`src/rtl/serial_adder_ctrl.sv`:
```
`default_nettype none
// ============================================================================
// Module   : serial_adder_ctrl
// Purpose  : Bit-serial N-bit adder. One full-adder bit per clock, LSB first,
//            with valid/ready handshakes on the operands and the result.
// Revision : 1.0 - initial release
// ============================================================================
module serial_adder_ctrl #(
    parameter int N = 8
) (
    input  logic         clk,
    input  logic         rst,
    input  logic         in_valid,
    output logic         in_ready,
    input  logic [N-1:0] A,
    input  logic [N-1:0] B,
    input  logic         Cin0,
    output logic         out_valid,
    input  logic         out_ready,
    output logic [N-1:0] S,
    output logic         Cout,
    output logic         busy
);
    localparam int                 c_CNT_W    = (N > 1) ? $clog2(N) : 1;
    localparam logic [c_CNT_W-1:0] c_CNT_LAST = c_CNT_W'(N - 1);
    localparam logic [c_CNT_W-1:0] c_CNT_ONE  = c_CNT_W'(1);

    typedef enum logic [1:0] {
        ST_IDLE = 2'd0,
        ST_ADD  = 2'd1,
        ST_DONE = 2'd2
    } state_t;

    state_t             state_q, state_d;
    logic [N-1:0]       a_sr_q, a_sr_d;
    logic [N-1:0]       b_sr_q, b_sr_d;
    logic [N-1:0]       s_sr_q, s_sr_d;
    logic [N-1:0]       s_q, s_d;
    logic               carry_q, carry_d;
    logic               cout_q, cout_d;
    logic [c_CNT_W-1:0] cnt_q, cnt_d;

    logic               w_fa_s;
    logic               w_fa_co;
    logic [N-1:0]       w_s_shift;

    always_comb begin
        w_fa_s  = a_sr_q[0] ^ b_sr_q[0] ^ carry_q;
        w_fa_co = (a_sr_q[0] & b_sr_q[0]) | (carry_q & (a_sr_q[0] ^ b_sr_q[0]));
    end

    // Each new sum bit enters at the MSB, so after N shifts bit 0 holds the LSB.
    always_comb begin
        w_s_shift        = s_sr_q >> 1;
        w_s_shift[N-1]   = w_fa_s;
    end

    always_comb begin
        state_d = state_q;
        a_sr_d  = a_sr_q;
        b_sr_d  = b_sr_q;
        s_sr_d  = s_sr_q;
        s_d     = s_q;
        carry_d = carry_q;
        cout_d  = cout_q;
        cnt_d   = cnt_q;
        case (state_q)
            ST_IDLE: begin
                if (in_valid) begin
                    a_sr_d  = A;
                    b_sr_d  = B;
                    carry_d = Cin0;
                    cnt_d   = '0;
                    state_d = ST_ADD;
                end
            end
            ST_ADD: begin
                carry_d = w_fa_co;
                s_sr_d  = w_s_shift;
                a_sr_d  = a_sr_q >> 1;
                b_sr_d  = b_sr_q >> 1;
                cnt_d   = cnt_q + c_CNT_ONE;
                if (cnt_q == c_CNT_LAST) begin
                    s_d     = w_s_shift;
                    cout_d  = w_fa_co;
                    state_d = ST_DONE;
                end
            end
            ST_DONE: begin
                if (out_ready) begin
                    state_d = ST_IDLE;
                end
            end
            default: begin
                state_d = ST_IDLE;
            end
        endcase
    end

    always_ff @(posedge clk or posedge rst) begin
        if (rst) begin
            state_q <= ST_IDLE;
            a_sr_q  <= '0;
            b_sr_q  <= '0;
            s_sr_q  <= '0;
            s_q     <= '0;
            carry_q <= 1'b0;
            cout_q  <= 1'b0;
            cnt_q   <= '0;
        end else begin
            state_q <= state_d;
            a_sr_q  <= a_sr_d;
            b_sr_q  <= b_sr_d;
            s_sr_q  <= s_sr_d;
            s_q     <= s_d;
            carry_q <= carry_d;
            cout_q  <= cout_d;
            cnt_q   <= cnt_d;
        end
    end

    // Handshake flags depend on state alone, never on in_valid/out_ready.
    assign in_ready  = (state_q == ST_IDLE);
    assign busy      = (state_q == ST_ADD);
    assign out_valid = (state_q == ST_DONE);
    assign S         = s_q;
    assign Cout      = cout_q;

endmodule
`default_nettype wire
```
`config.mk`:
```
export PLATFORM = sky130hd
export DESIGN_NAME = serial_adder_ctrl
export DESIGN_NICKNAME = d
export VERILOG_FILES = /design/src/rtl/serial_adder_ctrl.sv
export SDC_FILE = /design/constraint.sdc
export NUM_CORES = 1
export LEC_CHECK = 0
export ABC_AREA = 1
export CAP_MARGIN = 20
export CELL_PAD_IN_SITES_DETAIL_PLACEMENT = 2
export CELL_PAD_IN_SITES_GLOBAL_PLACEMENT = 2
export CORE_MARGIN = 3
export CORE_UTILIZATION = 33
export CTS_CLUSTER_DIAMETER = 50
export DETAILED_ROUTE_END_ITERATION = 12
export PLACE_DENSITY = 0.84
export SYNTH_ARGS = -nofsm -noshare
export SYNTH_HDL_FRONTEND = slang
export SYNTH_SLANG_ARGS = --single-unit
```
`constraint.sdc`:
```
create_clock -name clk -period 3.5 [get_ports clk]
set_clock_uncertainty 0.15 [all_clocks]
set_input_delay 0.7 -clock clk [delete_from_list [all_inputs] [get_ports clk]]
set_output_delay 0.7 -clock clk [all_outputs]
set_load 0.01 [all_outputs]
```
======== Word level (Yosys, flattened, before mapping) ========
Index checks and enable logic that the tools add are counted.
W data, S select, Z words.
storage, ports and cells
  bits in registers ....................... 39
  bits in latches ......................... 0
  RAM bits ................................ 0
  bits in read-only memories .............. 0
  bits of input ports ..................... 21
  output and inout port bits .............. 12
  word-level logic and storage cells ...... 37
  memories kept ........................... 0
cells by class
  add/subtract/negate cells ............... 1
  $mul .................................... 0
  divide/modulo/power cells ............... 0
  $lt $le $gt $ge ......................... 0
  equal/unequal tests ..................... 6
  shifts and indexed selects .............. 0
  multiplexer cells ....................... 12
  bitwise operators ....................... 5
  reductions and logical operators ........ 5
operators with widths
  kind                   count
  $pmux W8 S2            2
  $mux W8                2
  $mux W2                3
  $pmux W2 S3            1
  $pmux W3 S2            1
  $ne A2 B1 Y1 const B   2
  $reduce_and A2 Y1      2
  $add A3 B1 Y3 const B  1
  $eq A3 B3 Y1 const B   1
  $mux W3                1
  $reduce_and A3 Y1      1
  $and A1 B1 Y1          2
  $eq A2 B1 Y1 const B   1
  $eq A2 B2 Y1 const B   1
  $logic_not A2 Y1       1
  $ne A2 B2 Y1 const B   1
  $pmux W1 S2            1
  $reduce_bool A2 Y1     1
  $xor A1 B1 Y1          2
  $mux W1                1
  $or A1 B1 Y1           1

======== Longest topological paths before layout ========
  depth after elaboration ................. 4
  gate-level depth with buffers ........... 7
  gate-level depth less buffers ........... 6

======== Least setup slack after synthesis ========
Ideal clock, no wire load.
  kind .................................... register to output
  from .................................... register state_q[0]
  to ...................................... output port out_valid
  arrival ................................. 0.922 ns
  data required time ...................... 2.650 ns
  path slack .............................. 1.728 ns
  stages on the path, launching flop included .. 4
  buffers on the path ..................... 2
  path through ............................ dfrtp_1 -> buf_2 -> buf_4 -> nor2_1
on the way
  word-level cells in the longest chain between the ends .. 1
ends and longest elaborated chain
  element                 line  text
  from (decl)             34    state_t state_q, state_d;
  from (signal assigned)  111   state_q <= state_d;
  $eq A2 B2 Y1            125   assign out_valid = (state_q == ST_DONE);
  to (decl)               18    output logic out_valid,
Every way passes these cells.

======== Worst setup path in the final report ========
  from .................................... register state_q[0]
  to ...................................... output port in_ready
on the way
  word-level cells in the longest chain between the ends .. 1
ends and longest elaborated chain
  element           line  text
  $logic_not A2 Y1  123   assign in_ready = (state_q == ST_IDLE);
  to (decl)         14    output logic in_ready,
Every way passes these cells.

==> impl_metrics.json <==
{
  "crit_fanout": 17,
  "slowest_stage": "clkdlybuf4s50_1",
  "hold_viol": 0,
  "gp_congestion": 0.7324,
  "required_ns": 2.65,
  "finalSetupTns_ns": 0,
  "endpoint_kind": "output port",
  "yosysSeqAreaShare": 0.5227,
  "synth_nets": 243,
  "die_h_um": 80.25,
  "rows": 26,
  "clkPwrFrac": 0.151,
  "areaGrowthSynthToFinish_pct": 23.59,
  "period_minus_slack_ns": 2.564,
  "swShare": 0.4106,
  "grt_pass1_vias": 1572,
  "slowest_delay_ns": 0.58,
  "cp_data_arrival_time_ns": 1.71,
  "status": "complete, no violations",
  "start_util": 0.3495,
  "cts_setup_buffers": 0,
  "grt_usage": 0.1603,
  "finalSetupViolCount": 0,
  "design_area_sq_um": 2248,
  "rsz0062_at_grt": "no",
  "netlist-cell-type-count": 19,
  "max_freq_ghz": 0.3901,
  "layout-drive-gt1-share": 0.09127,
  "path_cells": "buf_4, nor2_1, clkdlybuf4s50_1",
  "syn_inst": 219,
  "ctsLongestPathBuffers": 2,
  "p_leak_nw": 1.183,
  "io-pin-count": 33,
  "peakVddDrop_mv": 0.2689,
  "synth_top_area_share": 0.5227,
  "antenna-diode-count": 0,
  "p_comb_frac": 0.447,
  "drt_iter0_markers": 56,
  "totalWireLength_mm": 4.516,
  "timing.final.crit_share": 0.7325,
  "cp_num_buf_inv": 2,
  "slew_violations": 0,
  "relSlewSlack": 0.6659,
  "postRouteAntennaNets": 0,
  "post_drt_wl_per_cell_um": 14.02,
  "dpl_cell_area_sq_um": 2172,
  "startpoint_type": "flip-flop",
  "cts_tree": "yes",
  "cts_hold_buf": 0,
  "drc_errors": 0,
  "path_clk_slew_ns": 0.07,
  "drtPass1Iterations": 4,
  "cts_made_buffers": 5,
  "overflow": 0,
  "fp.dieArea_sq_um": 6440,
  "ys_warn_count": 0,
  "synth_area_sq_um": 1819,
  "synth_seq_cells": 38,
  "final_nets": 276,
  "synthTopCellsByArea": "dfrtp_1, nand2_1, inv_1, nand3_1, o21ai_2",
  "coreArea_sq_um": 5205,
  "critPathKind": "reg -> out",
  "cts_root_buf": "clkbuf_8",
  "port_buffers": 32,
  "vias_per_cell": 4.528,
  "tightest_slew_ns": 0.5012,
  "fillers": 612,
  "grt_pass1_wl_mm": 7.790,
  "p_sw_w": 0.0007666,
  "cts.sinks": 38,
  "powerDensity_nw_per_um2": 830.4,
  "htree_levels": 2,
  "clk-insertion-delay-late_ns": 0.28,
  "hold_class": "reg -> reg",
  "post-dp-hpwl_mm": 3.335,
  "pwr-share-seq": 0.402,
  "power.internal_w": 0.001101,
  "synth.largest_area_cell": "dfrtp_1",
  "maxCapViolations": 0,
  "syn_avg_cell_area_sq_um": 8.307,
  "whs_ns": 0.3281,
  "crit_family": "buffers and inverters",
  "antenna_found_initial": 0,
  "postCtsResizedCells": 0,
  "die_w_um": 80.25,
  "grt_max_degree": 39,
  "num_vias": 1458
}
## routing by layer
metal / track usage / share of wire / vias up
met5: 0 / 0 / -
met4: 0.03547 / 0.0091 / 0
met3: 0.03924 / 0.033 / 5
met2: 0.2839 / 0.53 / 25
met1: 0.1956 / 0.43 / 711
li1: - / - / 717
## power groups by stage
stage | registers [W] | clock network (W) | logic (W)
2_1_floorplan | 0.000751 | 0 | 0.000570
3_3_place_gp | 0.000744 | 0 | 0.000791
3_5_place_dp | 0.000761 | 0 | 0.000856
4_1_cts | 0.000754 | 0.000290 | 0.000867
5_1_grt | 0.000778 | 0.000313 | 0.000968
6_report | 0.000751 | 0.000282 | 0.000834
## path summary, 6_finish.rpt
path | start | endpoint | slack [ns] | depth (start not counted)
worst min-delay path | b_sr_q[1]$_DFFE_PP0P_ | b_sr_q[1]$_DFFE_PP0P_ | 0.33 | 2
worst min register to register | b_sr_q[1]$_DFFE_PP0P_ | b_sr_q[1]$_DFFE_PP0P_ | 0.33 | 2
worst max-delay path | state_q[0]$_DFFE_PP0P_ | in_ready | 0.94 | 3
min in group asynchronous | rst | a_sr_q[6]$_DFFE_PP0P_ | 0.69 | 3
worst max register to register | state_q[0]$_DFFE_PP0P_ | carry_q$_DFFE_PP0P_ | 1.70 | 6
max in group asynchronous | rst | b_sr_q[6]$_DFFE_PP0P_ | 2.15 | 3
## metrics by stage
stage	utilization	setup slack [ns]	cells	power [W]
floorplan	-	1.728	219	0.001321
global placement	0.4173	1.295	315	0.001536
detailed placement	0.4173	1.256	315	0.001617
CTS	0.4320	0.9415	322	0.001911
global route	0.4320	0.8549	322	0.002059
finish	0.4320	0.9363	322	0.001867
## synth_stat cells, drive strengths merged
master	number
fa	1
ha	2
o31ai	1
o21ai	17
a21oi	2
dfrtp	38
buf	8
nand2	87
nor2	4
nand3	18
inv	41
## cell usage in the layout, fill, tap and decap left out, drive strengths merged
master	instances
nand2	87
inv	41
dfrtp	38
clkdlybuf4s50	32
nand3	18
o21ai	17
clkbuf	7
nor2	4
a21oi	2
ha	2
buf	2
o31ai	1
fa	1
## state kept, by name, summed over array words and instances, names as in the netlist
name     cells
state_q      2
carry_q      1
b_sr_q       8
cnt_q        3
S            8
s_sr_q       7
a_sr_q       8
Cout         1
## layout make-up
type | count | area (sq um) | area share
inverters | 41 | 156.4 | 0.06956
repair buffers | 34 | 335.3 | 0.1491
clock buffers | 7 | 76.32 | 0.03395
flip-flops and latches | 38 | 950.9 | 0.4229
well taps | 70 | 87.58 | 0.03895
multi-input cells | 132 | 641.9 | 0.2855
## cells by family after synthesis
group / count (synthesis) / share of synthesized area
adder cells (fa/ha/maj): 3 / 0.02476
buffers and inverters: 49 / 0.1245
AND/OR/NAND/NOR: 109 / 0.2552
flip-flops: 38 / 0.5227
AO/OA/AOI/OAI: 20 / 0.07290
## worst register-to-register path, delay by kind of cell (launching register included)
kind,cells,cell delay (ns)
AND/OR/NAND/NOR,4,0.68
buffers and inverters,2,0.47
flip-flops,1,0.44
Power figures use the tool's default switching activity.
